### config.mk
export PLATFORM = sky130hd
export DESIGN_NAME = dual_btn_pulse
export DESIGN_NICKNAME = d
export VERILOG_FILES = /design/src/rtl/dual_btn_pulse.sv
export SDC_FILE = /design/constraint.sdc
export NUM_CORES = 1
export LEC_CHECK = 0
export BUFFER_PORTS_ARGS = -buffer_cell sky130_fd_sc_hd__buf_4
export CELL_PAD_IN_SITES_DETAIL_PLACEMENT = 2
export CELL_PAD_IN_SITES_GLOBAL_PLACEMENT = 2
export CORE_UTILIZATION = 39
export CTS_BUF_LIST = sky130_fd_sc_hd__clkbuf_4 sky130_fd_sc_hd__clkbuf_8
export DETAILED_ROUTE_END_ITERATION = 10
export HOLD_SLACK_MARGIN = 0.1
export PLACE_DENSITY_LB_ADDON = 0.1
export SYNTH_ARGS = -nofsm -noshare
export SYNTH_HDL_FRONTEND = slang
export SYNTH_SLANG_ARGS = --single-unit
### constraint.sdc
create_clock -name clk -period 1.7 [get_ports clk]
set_input_delay 0.085 -clock clk [delete_from_list [all_inputs] [get_ports clk]]
set_output_delay 0.085 -clock clk [all_outputs]
set_load 0.05 [all_outputs]
### src/rtl/dual_btn_pulse.sv
// ---------------------------------------------------------------------------
// dual_btn_pulse
//
// Two-channel push-button conditioner. Each raw button input is brought into
// the clk domain by a two-flop synchroniser, debounced by a four-state FSM
// with a stability counter, and turned into a single-cycle press pulse. The
// debounced level of each channel is exported as well.
//
// The two channels are identical and independent. Channel 0 is X and
// channel 1 is Y.
//
// Parameters
//   DEBOUNCE_CYCLES : consecutive stable synchronised cycles needed to accept
//                     a level change. Must be at least 1.
//   CNT_W           : debounce counter width. It must satisfy
//                     2**CNT_W > DEBOUNCE_CYCLES-1.
//
// Ports
//   clk     in  : system clock; all logic runs on the rising edge
//   rst     in  : synchronous, active-high reset
//   btn_x   in  : raw button X, asynchronous to clk, may bounce
//   btn_y   in  : raw button Y, asynchronous to clk, may bounce
//   x       out : one-cycle pulse per accepted press of X
//   y       out : one-cycle pulse per accepted press of Y
//   x_level out : debounced level of X
//   y_level out : debounced level of Y
// ---------------------------------------------------------------------------
module dual_btn_pulse #(
    parameter int DEBOUNCE_CYCLES = 50000,
    parameter int CNT_W           = 16
) (
    input  logic clk,
    input  logic rst,
    input  logic btn_x,
    input  logic btn_y,
    output logic x,
    output logic y,
    output logic x_level,
    output logic y_level
);

    typedef enum logic [1:0] {
        ST_IDLE      = 2'd0,
        ST_WAIT_HIGH = 2'd1,
        ST_HIGH      = 2'd2,
        ST_WAIT_LOW  = 2'd3
    } state_t;

    // Terminal count. The FSM leaves the WAIT state on this value, so the
    // counter can never wrap.
    localparam logic [CNT_W-1:0] CNT_LAST = CNT_W'(DEBOUNCE_CYCLES - 1);
    localparam logic [CNT_W-1:0] CNT_ZERO = {CNT_W{1'b0}};
    localparam logic [CNT_W-1:0] CNT_ONE  = CNT_W'(1);

    logic [1:0]       btn_s;
    logic [1:0]       sync1_q;
    logic [1:0]       sync2_q;
    state_t           state_q [2];
    state_t           state_d [2];
    logic [CNT_W-1:0] cnt_q   [2];
    logic [CNT_W-1:0] cnt_d   [2];
    logic [1:0]       pulse_q;
    logic [1:0]       pulse_d;
    logic [1:0]       level_q;
    logic [1:0]       level_d;

    assign btn_s = {btn_y, btn_x};

    // Two-flop synchroniser for both raw buttons.
    always_ff @(posedge clk) begin
        if (rst) begin
            sync1_q <= 2'b00;
            sync2_q <= 2'b00;
        end else begin
            sync1_q <= btn_s;
            sync2_q <= sync1_q;
        end
    end

    // Per-channel next-state, counter and output decode.
    always_comb begin
        for (int ch = 0; ch < 2; ch++) begin
            state_d[ch] = state_q[ch];
            cnt_d[ch]   = cnt_q[ch];
            pulse_d[ch] = 1'b0;
            case (state_q[ch])
                ST_IDLE: begin
                    if (sync2_q[ch]) begin
                        state_d[ch] = ST_WAIT_HIGH;
                        cnt_d[ch]   = CNT_ZERO;
                    end else begin
                        cnt_d[ch]   = CNT_ZERO;
                    end
                end
                ST_WAIT_HIGH: begin
                    if (!sync2_q[ch]) begin
                        // Bounce rejected; no pulse.
                        state_d[ch] = ST_IDLE;
                        cnt_d[ch]   = CNT_ZERO;
                    end else if (cnt_q[ch] == CNT_LAST) begin
                        state_d[ch] = ST_HIGH;
                        cnt_d[ch]   = CNT_ZERO;
                        pulse_d[ch] = 1'b1;
                    end else begin
                        cnt_d[ch]   = cnt_q[ch] + CNT_ONE;
                    end
                end
                ST_HIGH: begin
                    if (!sync2_q[ch]) begin
                        state_d[ch] = ST_WAIT_LOW;
                        cnt_d[ch]   = CNT_ZERO;
                    end else begin
                        cnt_d[ch]   = CNT_ZERO;
                    end
                end
                ST_WAIT_LOW: begin
                    if (sync2_q[ch]) begin
                        // Release rejected; the press is still held.
                        state_d[ch] = ST_HIGH;
                        cnt_d[ch]   = CNT_ZERO;
                    end else if (cnt_q[ch] == CNT_LAST) begin
                        state_d[ch] = ST_IDLE;
                        cnt_d[ch]   = CNT_ZERO;
                    end else begin
                        cnt_d[ch]   = cnt_q[ch] + CNT_ONE;
                    end
                end
                default: begin
                    state_d[ch] = ST_IDLE;
                    cnt_d[ch]   = CNT_ZERO;
                end
            endcase
            // The level register follows the state being entered, so it
            // rises on the same edge as the pulse.
            level_d[ch] = (state_d[ch] == ST_HIGH) || (state_d[ch] == ST_WAIT_LOW);
        end
    end

    // FSM state, counters and registered outputs.
    always_ff @(posedge clk) begin
        if (rst) begin
            for (int ch = 0; ch < 2; ch++) begin
                state_q[ch] <= ST_IDLE;
                cnt_q[ch]   <= CNT_ZERO;
            end
            pulse_q <= 2'b00;
            level_q <= 2'b00;
        end else begin
            for (int ch = 0; ch < 2; ch++) begin
                state_q[ch] <= state_d[ch];
                cnt_q[ch]   <= cnt_d[ch];
            end
            pulse_q <= pulse_d;
            level_q <= level_d;
        end
    end

    assign x       = pulse_q[0];
    assign y       = pulse_q[1];
    assign x_level = level_q[0];
    assign y_level = level_q[1];

endmodule

; Word-level counts from Yosys, hierarchy flattened
; Memory sizes are Yosys's and may differ from the RTL's.
; Index checks and enable logic that the tools add are counted.
[totals]
wordCells = 68
out_inout_bits = 4
mem_bits_rw = 36
register_bits = 8
memories = 2
inputBits = 4
[op_classes]
n_reduce_logical = 8
mux = 31
bitwise_logic = 8
n_addsub = 2
n_eq_ne = 12
[mem_list]
columns = name, depth, width, rd, rd_clocked_by_memory_dff, wr, line_no
row1 = cnt_q, 2, 16, 2, 0, 2, 60  ; logic [CNT_W-1:0] cnt_q [2];
row2 = state_q, 2, 2, 2, 0, 2, 58  ; state_t state_q [2];
[op_table]
columns = cell, n
row1 = two-way mux 16 bit, 8
row2 = one-hot mux 16 bit (3 select lines), 2
row3 = "adder 16 x 1 -> 16 bit, second input constant", 2
row4 = "equality test 16 bit, second input constant", 2
row5 = two-way mux 2 bit, 14
row6 = "equality test 2 bit, second input constant", 8
row7 = one-hot mux 2 bit (4 select lines), 2
row8 = OR reduction 3 bit, 2
row9 = two-way mux 1 bit, 5
row10 = "equality test 2 x 1 -> 1 bit, second input constant", 2
row11 = logical NOT 2 bit, 2
row12 = NOT 1 bit, 4
row13 = bitwise OR 1 bit, 4
row14 = OR reduction 2 bit, 2
row15 = logical OR 1 bit, 2

; Logic depth before layout (Yosys ltp)
; Gate-level depths: netlist of run 1.
[logic_depth]
ltp_word = 6
mapped_depth = 6
mapped_depth_nobuf = 5

; Least setup slack after synthesis of run 1
; OpenSTA, ideal clock, no wires.
[synth_timing]
kind = register -> register
from = memory cnt_q[1][6], in the netlist cnt_q[0][22]
to = memory cnt_q[1][15], in the netlist cnt_q[0][31]
required_ns = 1.629
t_arrival_ns = 1.508
path_stages_with_launch = 5
synth_period_minus_slack_ns = 1.579
n_path_buf = 0
setup_time_ns = 0.071
slack_ns = 0.121
cell_sequence = dfxtp_1 -> nand3_2 -> or3_4 -> or4_1 -> a21oi_1
[synth_lines]
columns = element, line_no
row1 = start: declaration, 60

==> results.ini, run 1 <==
[yosys]
synth_warnings = 0
ys_types = 26
ys_seq_area_share_pct = 47.7
synth_area_leaders = dfxtp_1, xnor2_1, nor2_1
synth_seq_cells = 42
netlist_area_sq_um = 1760
syn-num-nets = 199
avgSynthCellArea_sq_um = 9.13
synth_area_leader_cell = dfxtp_1
netlist.area_leader.share_pct = 47.7
syn_inst = 193

[clock_tree]
clockRootBuffer = clkbuf_8
insertion_delay_ps = 300
cts_sinks = 42
cts_max_path_buffers = 2
cts.clk_slew.worst_paths_ps = 80
cts_buffers = 5
cts_tree = yes
htree_levels = 2

[timing]
max-slew-margin-rel_pct = 65.3
slew_violations = 0
fin_crit_ps = 1630
fmax_mhz = 615
fin_ws_ps = 74.3
fin_skew_ps = 7.57
hold_slack_ps = 455
setup_viol = 0
rsz0062_at_grt = yes
worst_pin_slew_ps = 514
layout_worst_path_cycle_share_pct = 95.6
hold_viol_final = 0

[die]
die_area_sq_um = 4790
ios = 8
fp.dieW_um = 69.2
die_h_um = 69.2
start_util_pct = 40.5
core_sq_um = 4350
rows = 24

[placement]
dp_slack_ps = 46.9
place_hpwl_mm = 3.15
gp_congestion = 0.744
portBuffers = 7

[worst_setup_path]
critPathLaunchType = register
critical_path_class = register to register
ff2ff_path_depth = 4
r2r_end = cnt_q[0][29]$_SDFF_PP0_
crit_path_start = cnt_q[0][23]$_SDFF_PP0_
cp.arrival_ps = 1850
cp-end-kind = register
path_max_fanout = 6
r2r_start = cnt_q[0][23]$_SDFF_PP0_
rrSetupSlack_ps = 70
required_ps = 1920

[detailed_routing]
routed_wl_mm = 4.60
vias = 1438
detail-route-antenna-nets = 0
dr.pass1.iters = 4
wl_per_cell_um = 16.8
drc = 0
avgViaCountPerCell = 5.27
first_iter_violations = 35

[flow_run]
drv_cap = 0

[hold_path]
min_path_type = register to register
hold_path_end = sync2_q[1]$_SDFF_PP0_
hp-start = sync1_q[1]$_SDFF_PP0_
hold-path-cell-count = 1

[global_routing]
grt_max_degree = 14
track_usage_pct = 20.9
antenna_found_initial = 0
grt_overflow_total = 0
grt_pass1_wl_mm = 7.83
grt_pass1_vias = 1586

[cells_and_area]
n_antenna_cell = 0
drive_above_1_share_pct = 15.4
area_growth_pct = 20.2
num-nets-final = 226
fin_util_pct = 48.6

[power]
peakVddDrop_uv = 376
finalPower_w = 0.00169
powerDensity_nw_per_um2 = 796
p_leak_nw = 0.685

[status]
outcome = finished, final reports clean

state kept, by name, summed over array words and instances, names as in the netlist:
register  cells
cnt_q        32
level_q       1
sync1_q       2
pulse_q       2
state_q       3
sync2_q       2
report_power, final:
part	switching, W	internal, W
clock network	0.000360	0.000306
registers	0.00000337	0.000988
logic	0.00000963	0.0000174
total	0.000373	0.00131
metrics by stage:
stage / area (sq um) / setup TNS, ps / cells
finish: 2120 / 0 / 273
global route: 2120 / -49.6 / 273
CTS: 2100 / 0 / 272
detailed placement: 1960 / 0 / 259
global placement: 1960 / 0 / 259
floorplan: 1760 / 0 / 193
routing by layer:
metal  track usage [%]  routed length (um)  up-vias
li1                  -                   -      722
met5                 0                   0        -
met2              34.4                2270       12
met1              26.7                2180      700
met3              5.81                 113        4
met4              6.35                  38        0
worst max path at each step:
stage	slack (ps)	end
final	70	cnt_q[0][29]$_SDFF_PP0_
after global routing	-30	cnt_q[0][28]$_SDFF_PP0_
after CTS	5	cnt_q[0][29]$_SDFF_PP0_
after detailed placement	50	cnt_q[0][29]$_SDFF_PP0_
after global placement	130	cnt_q[0][31]$_SDFF_PP0_
after floorplan	120	cnt_q[0][31]$_SDFF_PP0_
critical path, cell delays in order (launching register included):
cell	delay (ps)
dfxtp_1	390
nand3_2	90
or3_4	410
or4_1	490
a21oi_1	170
synth_stat cells (all sizes together):
cell type	n
or2	1
nor2b	4
a21oi	3
xnor2	22
o31ai	3
nand3	11
ha	2
xor2	5
or4	3
nor4bb	4
nand4	10
clkbuf	4
and4	2
or3	1
nor2	35
dfxtp	42
inv	10
nor4b	4
nand2	6
nor3	4
and3	4
nor4	9
mux2i	2
and2	2
layout by cell type (no fill, tap or decap), types with 5 or more instances in the layout:
master / n
nand2_1: 6
nand4_1: 10
xnor2_1: 22
xor2_1: 5
dfxtp_1: 39
nor2_1: 35
dlygate4sd3_1: 5
inv_1: 10
clkbuf_8: 5
nor4_1: 9
nand3_1: 10
buf_4: 18
logic make-up (layout without fill, tap and decap cells):
logic type	after synthesis	in the layout	synth area share, %
AND/OR/NAND/NOR	100	100	31.1
flip-flops	42	42	47.7
XOR/XNOR	27	27	13.4
buffers and inverters	14	42	3.05
AO/OA/AOI/OAI	6	6	2.13
adder cells (fa/ha/maj)	2	2	1.42
multiplexers	2	2	1.14
repair_timing:
item	in CTS	in global routing
setup buffers	0	1
endpoints found under the hold margin	8	0
gates resized for setup	0	5
hold buffers	5	0
endpoints found under the setup margin	0	5
cell type report:
type                       count  area, sq um
clock buffer                   6         76.3
clock inverter                 2         13.8
fill                         484         2240
inverter                      10         37.5
multi-input combinational    137          875
sequential                    42          845
tap                           52         65.1
timing repair buffer          24          205
No activity file was read; power rests on OpenSTA's default activity.
==> inputs of run 2 (changes only) <==
Settings changed: CELL_PAD_IN_SITES_DETAIL_PLACEMENT 2 to 1.
==> run 2 against run 1 <==
Die area unchanged; count of clock-buffer cells in the layout grew 1; hold slack worse by 4.7 ps; first-iteration DRC count increased by 49%; power grew 0.68%; highest routed layer unchanged; sequential share of layout area decreased by 0.20 points.
==> results.ini, run 2 (synthesis gave the netlist of run 1 again) <==
[cells_and_area]
area_growth_pct = 20.6
mostFrequentLayoutCell = dfxtp_1
largest_reg_flops = 32
num-nets-final = 225
stdcell_count = 272
largest_registers = cnt_q: 32 flops, state_q: 3 flops
final_cell_mix = dfxtp_1, nor2_1, xnor2_1, buf_4
regMostFlops = cnt_q
n_antenna_cell = 0
drive_above_1_share_pct = 15.5

[worst_setup_path]
required_ps = 1920
critPathTopFamily = simple AND/OR/NAND/NOR gates
crit_path_cell_trace = nand3_2, or3_4, or4_1, a21oi_1
cp-end-kind = register
critPathLaunchType = register
cp.arrival_ps = 1840
r2r_start = cnt_q[0][22]$_SDFF_PP0_
max_stage_delay_ps = 480
ff2ff_path_depth = 4
rrSetupSlack_ps = 80
critPathBufInv = 0
crit_path_start = cnt_q[0][22]$_SDFF_PP0_
cp_slowest_cell = or4_1
critical_path_class = register to register
r2r_end = cnt_q[0][29]$_SDFF_PP0_
path_max_fanout = 6

[clock_tree]
insertion_delay_ps = 290
cts_sinks = 42
cts_max_path_buffers = 2
cts_tree = yes
clockRootBuffer = clkbuf_8
cts.clk_slew.worst_paths_ps = 80
htree_levels = 2
cts_buffers = 5

[detailed_routing]
drc = 0
wl_per_cell_um = 14.5
routed_wl_mm = 3.94
first_iter_violations = 52
avgViaCountPerCell = 5.26
dr.pass1.iters = 4
detail-route-antenna-nets = 0
vias = 1430

[power]
powerDensity_nw_per_um2 = 799
peakVddDrop_uv = 430
p_leak_nw = 0.679

[placement]
place_hpwl_mm = 2.88
gp_congestion = 0.744
portBuffers = 7
place_inst = 259

[hold_path]
min_path_type = register to register
hold_path_end = sync2_q[0]$_SDFF_PP0_
hold-path-cell-count = 1
hp-start = sync1_q[0]$_SDFF_PP0_

[timing]
max-slew-margin-rel_pct = 67.1
tns_ps = 0
fmax_mhz = 618
hold_viol_final = 0
setup_viol = 0
worst_pin_slew_ps = 486
layout_worst_path_cycle_share_pct = 95.2
fin_skew_ps = 9.25
slew_violations = 0
fin_crit_ps = 1620
rsz0062_at_grt = no

[global_routing]
grt_max_degree = 13
grt_pass1_wl_mm = 7.01
grt_overflow_total = 0
antenna_found_initial = 0
track_usage_pct = 17.9
grt_pass1_vias = 1475

[die]
rows = 24
start_util_pct = 40.5
die_h_um = 69.2
ios = 8
die_area_sq_um = 4790
core_sq_um = 4350
fp.dieW_um = 69.2

[flow_run]
drv_cap = 0

[status]
outcome = finished, final reports clean

## run 2: metal layers
layer  vias up  wire (um)  track usage [%]
li1        721          -                -
met1       689       2000             23.9
met2        15       1820             28.7
met3         5         85             4.07
met4         0         34             5.44
met5         -          0                0
## run 2: metrics by stage
stage          hold WS [ps]  cell area, sq um  utilization, %  setup slack (ps)  power, W
3_3_place_gp            302              1960            45.0               131   0.00103
4_1_cts                 457              2100            48.3              64.3   0.00172
5_1_grt                 464              2120            48.8              8.16   0.00176
2_1_floorplan           213              1760               -               121   0.00102
6_report                450              2120            48.8              81.1   0.00170
3_5_place_dp            307              1960            45.0              79.1   0.00103
## run 2: repair_timing
action                                  4_1_cts  5_1_grt
hold buffers                                  5        0
hold endpoints to repair                      8        0
gates resized for setup                       0        6
setup buffers                                 0        0
endpoints found under the setup margin        0        4
## run 2: worst max path at each step
stage | to | slack (ps) | cells past startpoint
3_5_place_dp | pulse_q[1]$_SDFF_PP0_ | 80 | 3
2_1_floorplan | cnt_q[0][31]$_SDFF_PP0_ | 120 | 4
3_3_place_gp | cnt_q[0][31]$_SDFF_PP0_ | 130 | 4
5_1_grt | cnt_q[0][31]$_SDFF_PP0_ | 8 | 4
6_report | cnt_q[0][29]$_SDFF_PP0_ | 80 | 4
4_1_cts | pulse_q[1]$_SDFF_PP0_ | 60 | 3
## run 2: worst register-to-register path, delay by kind of cell, from the launching register on
kind | cells | cell delay, ps
AOI/OAI and AO/OA | 1 | 160
DFF | 1 | 410
and+or+nand+nor | 3 | 990
## run 2: final cells by class
type,instances,area (sq um)
clock inverters,1,5.00
clock buffers,7,90.1
flip-flops and latches,42,843
well taps,52,65.1
multi-input cells,137,886
fillers,512,2230
inverters,10,37.5
repair buffers,23,198
## run 2: power breakdown
part,switching [W],internal [W],leakage [nW]
sequential,0.00000306,0.000989,0.340
clock,0.000335,0.000344,0.0517
combinational,0.00000884,0.0000174,0.287
total,0.000347,0.00135,0.679
==> inputs of run 3 (changes only) <==
Settings changed: CORE_ASPECT_RATIO from default to 0.9.
==> run 3 against run 2 <==
Sequential power barely moved; count of clock-buffer cells in the layout down 2; via count shrank 0.56%; power rose by 5.3%; hold slack improved by 6.5 ps; critical endpoint is now cnt_q[0][31]$_SDFF_PP0_; largest power group unchanged.
==> results.ini, run 3 (synthesis gave the netlist of run 1 again) <==
[timing]
fin_crit_ps = 1600
tns_ps = 0
rsz0062_at_grt = no
slew_violations = 0
setup_viol = 0
fin_ws_ps = 95.1
max-slew-margin-rel_pct = 68.6
hold_viol_final = 0
fmax_mhz = 623
worst_pin_slew_ps = 465
layout_worst_path_cycle_share_pct = 94.4
fin_skew_ps = 4.23

[placement]
portBuffers = 7
dp_slack_ps = 7.80
gp_congestion = 0.779
place_hpwl_mm = 2.80

[die]
core_sq_um = 4210
fp.dieW_um = 72.8
rows = 22
die_area_sq_um = 4790
ios = 8
start_util_pct = 41.8
die_h_um = 65.8

[hold_path]
min_path_type = register to register
hp-start = sync1_q[0]$_SDFF_PP0_

[worst_setup_path]
path_max_fanout = 6
r2r_start = cnt_q[0][24]$_SDFF_PP0_
cp-end-kind = register
cp.arrival_ps = 1830
crit_path_start = cnt_q[0][24]$_SDFF_PP0_
critPathLaunchType = register
required_ps = 1930
critical_path_class = register to register

[detailed_routing]
wl_per_cell_um = 13.6
avgViaCountPerCell = 5.02
dr.pass1.iters = 4
first_iter_violations = 67
routed_wl_mm = 3.84
detail-route-antenna-nets = 0
vias = 1422
drc = 0

[cells_and_area]
largest_registers = cnt_q: 32 flops, state_q: 3 flops
regMostFlops = cnt_q
largest_reg_flops = 32
n_antenna_cell = 0
fillers = 483
drive_above_1_share_pct = 18.8
regArea_sq_um = 850
num-nets-final = 228
multiInputGateArea_sq_um = 888
final_cell_mix = nor2_1, dfxtp_1, xnor2_1, buf_4
area_growth_pct = 23.7

[clock_tree]
cts_sinks = 42
cts_buffers = 5
cts_tree = yes
cts.clk_slew.worst_paths_ps = 80
insertion_delay_ps = 290
cts_max_path_buffers = 2
clockRootBuffer = clkbuf_8
htree_levels = 2

[global_routing]
grt_pass1_vias = 1438
grt_max_degree = 16
track_usage_pct = 18.3
grt_overflow_total = 0
grt_pass1_wl_mm = 6.71
antenna_found_initial = 0

[power]
p_leak_nw = 0.709
peakVddDrop_uv = 581
powerDensity_nw_per_um2 = 819

[flow_run]
drv_cap = 0

[status]
outcome = finished, final reports clean

run 3: metrics by stage:
stage          area, sq um  utilization [%]  cells  total power [W]  hold WS [ps]
6_report              2180             51.8    283          0.00179           456
3_5_place_dp          1980             47.1    269          0.00103           320
3_3_place_gp          1980             47.1    269          0.00103           298
4_1_cts               2140             50.9    282          0.00180           463
5_1_grt               2180             51.8    283          0.00186           474
2_1_floorplan         1760                -    193          0.00102           213
run 3: power by group:
group	total, W	internal [W]	switching [W]
Sequential	0.000992	0.000988	0.00000342
Clock	0.000768	0.000432	0.000336
Combinational	0.0000262	0.0000174	0.00000884
Total	0.00179	0.00144	0.000348
run 3: repair_timing:
action | 4_1_cts | 5_1_grt
buffers inserted | 0 | 1
pin swaps | 0 | 1
endpoints found under the setup margin | 1 | 6
gates resized for setup | 1 | 10
hold buffers | 5 | 0
endpoints found under the hold margin | 8 | 0
run 3: metal layers:
layer  part of all wire (%)  vias to the layer above  global-route usage (%)  routed length, um
li1                       -                      723                       -                  -
met1                     51                      682                    24.3               1950
met2                     46                       12                    29.3               1780
met3                    1.9                        5                    4.29                 71
met4                   0.81                        0                    5.64                 31
met5                      0                        -                       0                  0
run 3: worst max-delay path, stage by stage (launching register included):
cell	delay, ps
dfxtp_2	380
nand3_2	110
or3_4	370
or4_1	530
a21oi_2	140
run 3: final cells by class:
type,count,area share [%]
Tap cell,60,3.44
Timing Repair Buffer,26,10.1
Multi-Input combinational cell,137,40.8
Sequential cell,42,39.0
Clock inverter,3,1.84
Inverter,10,1.72
Clock buffer,5,3.16
run 3: worst paths after layout:
check	end	slack, ps	cells after the start
min reg2reg	sync2_q[0]$_SDFF_PP0_	460	1
max reg2reg	cnt_q[0][31]$_SDFF_PP0_	100	4
min	sync2_q[0]$_SDFF_PP0_	460	1
max	cnt_q[0][31]$_SDFF_PP0_	100	4
